[config.mk]
export PLATFORM = sky130hd
export DESIGN_NAME = regfile_wb_arbiter_flat
export DESIGN_NICKNAME = d
export VERILOG_FILES = /design/src/rtl/regfile_wb_arbiter_pkg.sv /design/src/rtl/regfile_wb_arbiter_if.sv /design/src/rtl/regfile_wb_arbiter_wb_fifo.sv /design/src/rtl/regfile_wb_arbiter.sv /design/src/flat_wrapper.sv
export SDC_FILE = /design/constraint.sdc
export NUM_CORES = 1
export LEC_CHECK = 0
export ABC_AREA = 1
export CAP_MARGIN = 10
export CORE_ASPECT_RATIO = 1.4
export CORE_UTILIZATION = 35
export CTS_CLUSTER_SIZE = 25
export DETAILED_ROUTE_END_ITERATION = 10
export PLACE_DENSITY = 0.62
export SYNTH_ARGS = -nofsm -noshare
export SYNTH_HDL_FRONTEND = slang
export SYNTH_SLANG_ARGS = --single-unit
[constraint.sdc]
create_clock -name clk -period 5.9 [get_ports clk]
set_clock_uncertainty 0.2 [all_clocks]
set_input_delay 1.18 -clock clk [delete_from_list [all_inputs] [get_ports clk]]
set_output_delay 1.18 -clock clk [all_outputs]
set_load 0.01 [all_outputs]
[src/rtl/regfile_wb_arbiter_pkg.sv]
// ============================================================================
// Module      : regfile_wb_arbiter_pkg
// Description : Shared defaults, arbiter state encoding and writeback entry.
// Revision    : 1.0 - initial release
// ============================================================================
`default_nettype none

package regfile_wb_arbiter_pkg;

   localparam int DATA_W_DEF = 10;
   localparam int ADDR_W_DEF = 3;

   typedef enum logic [0:0] {
      LAST_A = 1'b0,
      LAST_B = 1'b1
   } arb_state_e;

   typedef struct packed {
      logic [ADDR_W_DEF-1:0] addr;
      logic [DATA_W_DEF-1:0] data;
   } wb_entry_t;

endpackage

`default_nettype wire

[src/rtl/regfile_wb_arbiter_if.sv]
// ============================================================================
// Module      : regfile_wb_arbiter_if
// Description : Writeback request ports, register-file write port and status.
//               Forwarding signals exist only when RF_WB_FWD_EN is defined.
// Revision    : 1.0 - initial release
// ============================================================================
`default_nettype none

interface regfile_wb_arbiter_if
   import regfile_wb_arbiter_pkg::*;
#(
   parameter int DATA_W = DATA_W_DEF,
   parameter int ADDR_W = ADDR_W_DEF
);

   logic              hold;
   logic              a_valid;
   logic              a_ready;
   logic [ADDR_W-1:0] a_addr;
   logic [DATA_W-1:0] a_data;
   logic              b_valid;
   logic              b_ready;
   logic [ADDR_W-1:0] b_addr;
   logic [DATA_W-1:0] b_data;
   logic              reg_write_en;
   logic [ADDR_W-1:0] write_reg;
   logic [DATA_W-1:0] write_data;
   logic              busy;
`ifdef RF_WB_FWD_EN
   logic [ADDR_W-1:0] rd_addr1;
   logic [ADDR_W-1:0] rd_addr2;
   logic [DATA_W-1:0] rf_data1;
   logic [DATA_W-1:0] rf_data2;
   logic [DATA_W-1:0] fwd_data1;
   logic [DATA_W-1:0] fwd_data2;
`endif

   modport slave (
      input  hold, a_valid, a_addr, a_data, b_valid, b_addr, b_data,
`ifdef RF_WB_FWD_EN
      input  rd_addr1, rd_addr2, rf_data1, rf_data2,
      output fwd_data1, fwd_data2,
`endif
      output a_ready, b_ready, reg_write_en, write_reg, write_data, busy
   );

   modport master (
      output hold, a_valid, a_addr, a_data, b_valid, b_addr, b_data,
`ifdef RF_WB_FWD_EN
      output rd_addr1, rd_addr2, rf_data1, rf_data2,
      input  fwd_data1, fwd_data2,
`endif
      input  a_ready, b_ready, reg_write_en, write_reg, write_data, busy
   );

endinterface

`default_nettype wire

[src/rtl/regfile_wb_arbiter_wb_fifo.sv]
// ============================================================================
// Module      : wb_fifo
// Description : Power-of-two depth queue with combinational head and count.
// Revision    : 1.0 - initial release
// ============================================================================
`default_nettype none

module wb_fifo #(
   parameter int WIDTH = 13,
   parameter int DEPTH = 2
) (
   input  wire logic                     clk,
   input  wire logic                     reset,
   input  wire logic                     push,
   input  wire logic [WIDTH-1:0]         push_data,
   input  wire logic                     pop,
   output logic      [WIDTH-1:0]         head_data,
   output logic      [$clog2(DEPTH):0]   count
);

   localparam int PTR_W = $clog2(DEPTH);
   localparam int CNT_W = PTR_W + 1;

   logic [PTR_W-1:0] wr_ptr_q, wr_ptr_d;
   logic [PTR_W-1:0] rd_ptr_q, rd_ptr_d;
   logic [CNT_W-1:0] count_q, count_d;
   logic [WIDTH-1:0] mem_q [DEPTH];
   logic [WIDTH-1:0] mem_d [DEPTH];

   // Pointers wrap naturally because DEPTH is a power of two.
   always_comb begin
      wr_ptr_d = wr_ptr_q;
      rd_ptr_d = rd_ptr_q;
      count_d  = count_q;
      mem_d    = mem_q;
      if (push) begin
         mem_d[wr_ptr_q] = push_data;
         wr_ptr_d        = wr_ptr_q + PTR_W'(1);
      end
      if (pop) begin
         rd_ptr_d = rd_ptr_q + PTR_W'(1);
      end
      case ({push, pop})
         2'b10:   count_d = count_q + CNT_W'(1);
         2'b01:   count_d = count_q - CNT_W'(1);
         default: count_d = count_q;
      endcase
   end

   always_ff @(posedge clk) begin
      if (reset) begin
         wr_ptr_q <= '0;
         rd_ptr_q <= '0;
         count_q  <= '0;
         for (int i = 0; i < DEPTH; i++) begin
            mem_q[i] <= '0;
         end
      end else begin
         wr_ptr_q <= wr_ptr_d;
         rd_ptr_q <= rd_ptr_d;
         count_q  <= count_d;
         mem_q    <= mem_d;
      end
   end

   assign head_data = mem_q[rd_ptr_q];
   assign count     = count_q;

endmodule

`default_nettype wire

[src/rtl/regfile_wb_arbiter.sv]
// ============================================================================
// Module      : regfile_wb_arbiter
// Description : Round-robin merge of ALU and load writebacks into one RF port.
//               Define RF_WB_FWD_EN to add write-to-read bypass outputs.
// Revision    : 1.0 - initial release
// ============================================================================
`default_nettype none

module regfile_wb_arbiter
   import regfile_wb_arbiter_pkg::*;
#(
   parameter int DATA_W     = DATA_W_DEF,
   parameter int ADDR_W     = ADDR_W_DEF,
   parameter int FIFO_DEPTH = 2
) (
   input  wire logic             clk,
   input  wire logic             reset,
   regfile_wb_arbiter_if.slave   bus
);

   localparam int CNT_W   = $clog2(FIFO_DEPTH) + 1;
   localparam int ENTRY_W = ADDR_W + DATA_W;

   logic [CNT_W-1:0]   count_a, count_b;
   logic [ENTRY_W-1:0] head_a, head_b;
   logic               a_ready, b_ready;
   logic               push_a, push_b;
   logic               pop_a, pop_b;
   logic               a_nonempty, b_nonempty;

   arb_state_e         state_q, state_d;
   logic               we_q, we_d;
   logic [ADDR_W-1:0]  write_reg_q, write_reg_d;
   logic [DATA_W-1:0]  write_data_q, write_data_d;

   // Ready looks only at the registered count; a pop this cycle gives no credit.
   assign a_ready    = (count_a < CNT_W'(FIFO_DEPTH));
   assign b_ready    = (count_b < CNT_W'(FIFO_DEPTH));
   assign push_a     = bus.a_valid & a_ready;
   assign push_b     = bus.b_valid & b_ready;
   assign a_nonempty = (count_a != '0);
   assign b_nonempty = (count_b != '0);

   wb_fifo #(.WIDTH(ENTRY_W), .DEPTH(FIFO_DEPTH)) u_fifo_a (
      .clk       (clk),
      .reset     (reset),
      .push      (push_a),
      .push_data ({bus.a_addr, bus.a_data}),
      .pop       (pop_a),
      .head_data (head_a),
      .count     (count_a)
   );

   wb_fifo #(.WIDTH(ENTRY_W), .DEPTH(FIFO_DEPTH)) u_fifo_b (
      .clk       (clk),
      .reset     (reset),
      .push      (push_b),
      .push_data ({bus.b_addr, bus.b_data}),
      .pop       (pop_b),
      .head_data (head_b),
      .count     (count_b)
   );

   always_ff @(posedge clk) begin
      if (reset) begin
         state_q <= LAST_B;
      end else begin
         state_q <= state_d;
      end
   end

   always_comb begin
      state_d = state_q;
      if (pop_a) begin
         state_d = LAST_A;
      end else if (pop_b) begin
         state_d = LAST_B;
      end
   end

   // On a tie the requester not granted last wins.
   always_comb begin
      pop_a = 1'b0;
      pop_b = 1'b0;
      if (!bus.hold) begin
         if (a_nonempty && (!b_nonempty || state_q == LAST_B)) begin
            pop_a = 1'b1;
         end else if (b_nonempty) begin
            pop_b = 1'b1;
         end
      end
   end

   always_comb begin
      we_d         = pop_a | pop_b;
      write_reg_d  = write_reg_q;
      write_data_d = write_data_q;
      if (pop_a) begin
         {write_reg_d, write_data_d} = head_a;
      end else if (pop_b) begin
         {write_reg_d, write_data_d} = head_b;
      end
   end

   always_ff @(posedge clk) begin
      if (reset) begin
         we_q         <= 1'b0;
         write_reg_q  <= '0;
         write_data_q <= '0;
      end else begin
         we_q         <= we_d;
         write_reg_q  <= write_reg_d;
         write_data_q <= write_data_d;
      end
   end

   assign bus.a_ready      = a_ready;
   assign bus.b_ready      = b_ready;
   assign bus.reg_write_en = we_q;
   assign bus.write_reg    = write_reg_q;
   assign bus.write_data   = write_data_q;
   assign bus.busy         = a_nonempty | b_nonempty | we_q;

`ifdef RF_WB_FWD_EN
   assign bus.fwd_data1 = (we_q && bus.rd_addr1 == write_reg_q) ? write_data_q : bus.rf_data1;
   assign bus.fwd_data2 = (we_q && bus.rd_addr2 == write_reg_q) ? write_data_q : bus.rf_data2;
`endif

endmodule

`default_nettype wire

[src/flat_wrapper.sv]
// flat-port wrapper written by rule: the top's interface ports become plain ports
module regfile_wb_arbiter_flat import regfile_wb_arbiter_pkg::*;
#(
   parameter int DATA_W     = DATA_W_DEF,
   parameter int ADDR_W     = ADDR_W_DEF,
   parameter int FIFO_DEPTH = 2
)
  (clk, reset, bus_hold, bus_a_valid, bus_a_addr, bus_a_data, bus_b_valid, bus_b_addr, bus_b_data, bus_a_ready, bus_b_ready, bus_reg_write_en, bus_write_reg, bus_write_data, bus_busy);
  regfile_wb_arbiter_if #(.DATA_W(DATA_W), .ADDR_W(ADDR_W)) bus_i ();
  input  wire logic clk;
  input  wire logic reset;
  input wire logic [$bits(bus_i.hold)-1:0] bus_hold;
  input wire logic [$bits(bus_i.a_valid)-1:0] bus_a_valid;
  input wire logic [$bits(bus_i.a_addr)-1:0] bus_a_addr;
  input wire logic [$bits(bus_i.a_data)-1:0] bus_a_data;
  input wire logic [$bits(bus_i.b_valid)-1:0] bus_b_valid;
  input wire logic [$bits(bus_i.b_addr)-1:0] bus_b_addr;
  input wire logic [$bits(bus_i.b_data)-1:0] bus_b_data;
  output wire logic [$bits(bus_i.a_ready)-1:0] bus_a_ready;
  output wire logic [$bits(bus_i.b_ready)-1:0] bus_b_ready;
  output wire logic [$bits(bus_i.reg_write_en)-1:0] bus_reg_write_en;
  output wire logic [$bits(bus_i.write_reg)-1:0] bus_write_reg;
  output wire logic [$bits(bus_i.write_data)-1:0] bus_write_data;
  output wire logic [$bits(bus_i.busy)-1:0] bus_busy;
  assign bus_i.hold = bus_hold;
  assign bus_i.a_valid = bus_a_valid;
  assign bus_i.a_addr = bus_a_addr;
  assign bus_i.a_data = bus_a_data;
  assign bus_i.b_valid = bus_b_valid;
  assign bus_i.b_addr = bus_b_addr;
  assign bus_i.b_data = bus_b_data;
  assign bus_a_ready = bus_i.a_ready;
  assign bus_b_ready = bus_i.b_ready;
  assign bus_reg_write_en = bus_i.reg_write_en;
  assign bus_write_reg = bus_i.write_reg;
  assign bus_write_data = bus_i.write_data;
  assign bus_busy = bus_i.busy;
  regfile_wb_arbiter #(.DATA_W(DATA_W), .ADDR_W(ADDR_W), .FIFO_DEPTH(FIFO_DEPTH)) u_core (.clk(clk), .reset(reset), .bus(bus_i));
endmodule
* After elaboration in Yosys (flattened, before gate mapping)
Index checks and enable logic that the tools add are counted.
** Storage, ports and cells
- Register bits :: 75
- Input port bits :: 31
- Output and inout bits :: 17
- Logic and storage cells :: 78
** Operators by class
- Add/subtract/negate cells :: 8
- Order comparisons :: 8
- Equal/unequal tests :: 4
- Multiplexer cells :: 25
- Bitwise gates (word level) :: 9
- Reductions and logical operators :: 10
** Operator list (number)
- $mux 13 :: 8
- $bwmux 26 :: 2
- $demux 13 s1 :: 2
- $mux 10 :: 2
- $reduce_bool 2->1 :: 5
- $ge 2x2->1 const B :: 4
- $not 1->2 :: 4
- $pmux 2 s2 :: 2
- $mux 1 :: 7
- $mux 3 :: 2
- $add 1x1->1 const B :: 4
- $add 2x1->2 const B :: 2
- $eq 2x1->1 const B :: 2
- $eq 2x2->1 const B :: 2
- $lt 2x1->1 const B :: 2
- $lt 2x2->1 const B :: 2
- $sub 2x1->2 const B :: 2
- $logic_and 1x1->1 :: 3
- $or 1x1->1 :: 3
- $and 1x1->1 :: 2
- $logic_not 1->1 :: 1
- $logic_or 1x1->1 :: 1

* Depth between registers and ports, before layout
- Depth after elaboration :: 8
- Mapped depth :: 10

* Modules after synthesis
Synthesis repeated with hierarchy kept, for this count alone.
** Unflattened totals
- Cells, all modules :: 475
- Area total of the unflattened synthesis :: 3329.4 sq um
** By module, submodules not included
- wb_fifo :: instances 2, cells an instance 169, area each 1239.9 sq um, sequential area each 600.6 sq um
- regfile_wb_arbiter :: instances 1, cells an instance 137, area each 849.6 sq um, sequential area each 300.3 sq um

* Worst setup path before layout
Ideal clock, no wire load.
- Path kind :: input to register
- From :: input bus_hold
- To :: register u_core.u_fifo_b.count_q[1] (netlist: u_core.u_fifo_b.count[1])
- Data arrival time :: 2.242 ns
- Data required time :: 5.578 ns
- Path slack :: 3.335 ns
- Cell stages on the path :: 8
- Path buffers :: 0
- Cells stage by stage :: nor2_1 > nand2_1 > inv_1 > ha_1 > a21oi_1 > o21ai_0 > o21ai_0 > a21oi_1
** On the way
- Word-level cells in the longest chain between the ends :: 3
** Ends and longest elaborated chain
- from (decl) :: RTL line flat_wrapper.sv:12 : input wire logic [$bits(bus_i.hold)-1:0] bus_hold;
- $mux 1 (*) :: RTL line regfile_wb_arbiter.sv:85 : if (!bus.hold) begin
- via u_core.pop_b :: RTL line regfile_wb_arbiter.sv:28 : logic pop_a, pop_b;
- $eq 2x1->1 or $eq 2x2->1 (tied branches) :: RTL line regfile_wb_arbiter_wb_fifo.sv:43 : case ({push, pop})
- $pmux 2 s2 or $reduce_bool 2->1 (tied branches)
- to (signal assigned) :: RTL line regfile_wb_arbiter_wb_fifo.sv:61 : count_q <= count_d;
- to (decl) :: RTL line regfile_wb_arbiter_wb_fifo.sv:26 : logic [CNT_W-1:0] count_q, count_d;
The timed path passes the listed nets; every way through them passes the cells marked *.
A chain may end at the register's enable or synchronous reset.

==> results_dict.tcl <==
set metrics [dict create \
    worst_ep_required_time_ns 5.89 \
    vias 2909 \
    rsz_0062_raised_after_global_routing "no" \
    place.gp.congestion 0.816 \
    max-clock-path-buffers 2 \
    finalWirelength_um 7560 \
    cts.reportedPaths.clkPinSlew_ns 0.06 \
    core.rowCount 41 \
    upper_clock_frequency_limit_ghz 0.301 \
    post_cts.resized_instances 0 \
    antenna_violating_nets_post_route 0 \
    final-hold-violation-count 0 \
    synthesis_stage_register_bit_count 75 \
    dp_hpwl_um 5320 \
    clock_latency_ns 0.33 \
    leakage_nw 1.66 \
    tritoncts_clock_tree "built" \
    fp.dieH_um 116 \
    global_route.usage.met3_pct 4.45 \
    hold_slack_ns 0.242 \
    timing.hold.worst.class "reg2reg" \
    first_global_vias 2684 \
    worst_slack_ns 2.57 \
    timing.max_cap.violations 0 \
    antenna_found_initial 0 \
    antenna_cells_inserted 0 \
    warning_count_from_the_yosys_run 0 \
    global_route.usage.met1_pct 18.7 \
    globalRouteTotalUtil_pct 16.3 \
    syn-instance-count 464 \
    detailedRoute.firstIterationViolations 221 \
    fillcell_total 946 \
    grt_pass1_wl_um 12300 \
    syn-mean-instance-area_um2 7.02 \
    slew-limit-headroom_pct 35.5 \
    finalCritPeriodShare_pct 56.4 \
    routed_via_density 4.80 \
    cts-buffers-inserted 9 \
    total_congestion_overflow 0 \
    buffer_ports.inserted 47 \
    design.portCount 48 \
    timing_max_transition_violations_final 0 \
    cts-hold-fix-buffers 0 \
    share_of_synthesized_area_occupied_by_flip_flops_and_latches_pct 46.1 \
    run_status "completed" \
    ctsRootBufferMaster "sky130_fd_sc_hd__clkbuf_16" \
    maximum_number_of_pins_on_one_net_before_global_route_repair 40 \
    synthArstFlopShare_pct 0 \
    synth.net_count 497 \
    synth-edff-count 0 \
    area_inside_the_core_boundary_um2 9030 \
    setup_total_negative_slack_ns 0 \
    synth.cell_area_um2 3260 \
    share_of_cells_above_drive_strength_1_pct 4.41 \
    setup_viol 0 \
    timing_worst_slew_pin_value_ns 0.961 \
    cts_setup_buffers 0 \
    path_class "in2reg" \
    wl_per_cell_um 12.5 \
    clkSinkCount 75 \
    grtUsageMet2_pct 28.5 \
    worstHoldPathCells 2 \
    multi_input_area_um2 1380 \
    finalWorstPathRequiredPeriod_ns 3.33 \
    synth.distinct_cells 22 \
    dpl_worst_slack_ns 2.20 \
    r2r.worst_path.cells 9 \
    floorplan.initialDensity_pct 36.1 \
    fin_nets 529 \
    critical_path_peak_fanout 39 \
    cp-start-kind "input pin" \
    dieWidth_um 83.5 \
    area_growth_syn_to_layout_pct 22.9 \
    ir_drop_uv 253 \
    endpoint_arrival_time_on_the_critical_path_ns 3.32 \
    htree_num_levels 3 \
    detail_route.first_pass.iterations 4 \
    endpoint_kind "register" \
    flip_flop_cell_with_the_highest_count_after_synthesis "sky130_fd_sc_hd__dfxtp_1" \
    power.density_cell_area_nw_per_um2 442 \
    dieArea_um2 9700 \
    route.detailed.drc 0 \
    top_usage_layer "met2" \
    seq_area_um2 1500 \
]
worst max-delay path, stage by stage:
cell                              delay [ns]
sky130_fd_sc_hd__clkdlybuf4s50_1        0.45
sky130_fd_sc_hd__buf_4                  0.37
sky130_fd_sc_hd__clkinv_1               0.87
sky130_fd_sc_hd__o21ai_0                0.34
sky130_fd_sc_hd__a21oi_1                0.07
logic make-up (layout without fill, tap and decap cells):
family	Yosys count	count (layout)	synth area share [%]
simple gates	185	185	23.6
buf+inv	87	122	11.4
flops	75	75	46.1
compound gates	113	113	17.5
fa+ha+maj	2	2	0.768
xor+xnor	2	2	0.538
where the power goes:
part | switching, mW | leakage [nW] | internal, mW | total (mW)
combinational | 0.337 | 0.904 | 0.220 | 0.557
clock | 0.199 | 0.137 | 0.321 | 0.520
sequential | 0.0767 | 0.615 | 0.615 | 0.692
layout by cell type (no fill, tap or decap), drive strengths merged:
| master | Yosys | layout |
|---|---|---|
| dfxtp | 75 | 75 |
| ha | 2 | 2 |
| clkinvlp | 0 | 1 |
| bufinv | 0 | 1 |
| clkinv | 2 | 5 |
| nand3 | 22 | 22 |
| a21oi | 67 | 67 |
| xor2 | 2 | 2 |
| nand4 | 13 | 13 |
| o21ai | 45 | 45 |
| or2 | 3 | 3 |
| o211ai | 1 | 1 |
| nor2 | 6 | 6 |
| clkbuf | 9 | 9 |
| clkdlybuf4s50 | 0 | 47 |
| nand2 | 141 | 141 |
| buf | 18 | 1 |
| inv | 58 | 58 |
layer usage:
metal  share of wire [%]  vias up
met5                   0        -
met4                 2.2        0
met3                 3.7       11
met2                  50       61
met1                  44     1289
li1                    -     1548
path summary, 6_finish.rpt:
path / start / endpoint / slack [ns]
min reg2reg: u_core.u_fifo_a.mem_q[23] / u_core.u_fifo_a.mem_q[23] / 0.24
max: reset / u_core.u_fifo_a.mem_q[20] / 2.57
min: u_core.u_fifo_a.mem_q[23] / u_core.u_fifo_a.mem_q[23] / 0.24
max reg2reg: u_core.u_fifo_b.count[0] / u_core.u_fifo_b.count[1] / 3.51
Yosys cell counts (all sizes together) (2+ instances only):
master,n,area (um^2)
dfxtp,75,1500
buf,18,114
nand2,141,537
clkbuf,9,33.8
ha,2,25.0
nand4,13,81.3
a21oi,67,335
nand3,22,110
or2,3,18.8
o21ai,45,229
nor2,6,22.5
clkinv,2,7.51
xor2,2,17.5
inv,58,218
per-stage QoR:
stage                     instances  total power [mW]  instance area [um^2]  utilization [%]
after global routing            606              1.89                  4000             44.3
final                           606              1.77                  4000             44.3
after CTS                       606              1.79                  4000             44.3
after floorplan                 464              1.08                  3260                -
after detailed placement        592              1.26                  3720             41.2
after global placement          592              1.25                  3720             41.2
cell type report:
type                            instances  area share, %
Clock buffer                            9           5.63
Tap cell                              107           3.34
Clock inverter                          5           1.41
Timing Repair Buffer                   48           11.9
Inverter                               60           5.63
Sequential cell                        75           37.5
Multi-Input combinational cell        302           34.6
(Power assumes the default switching activity.)
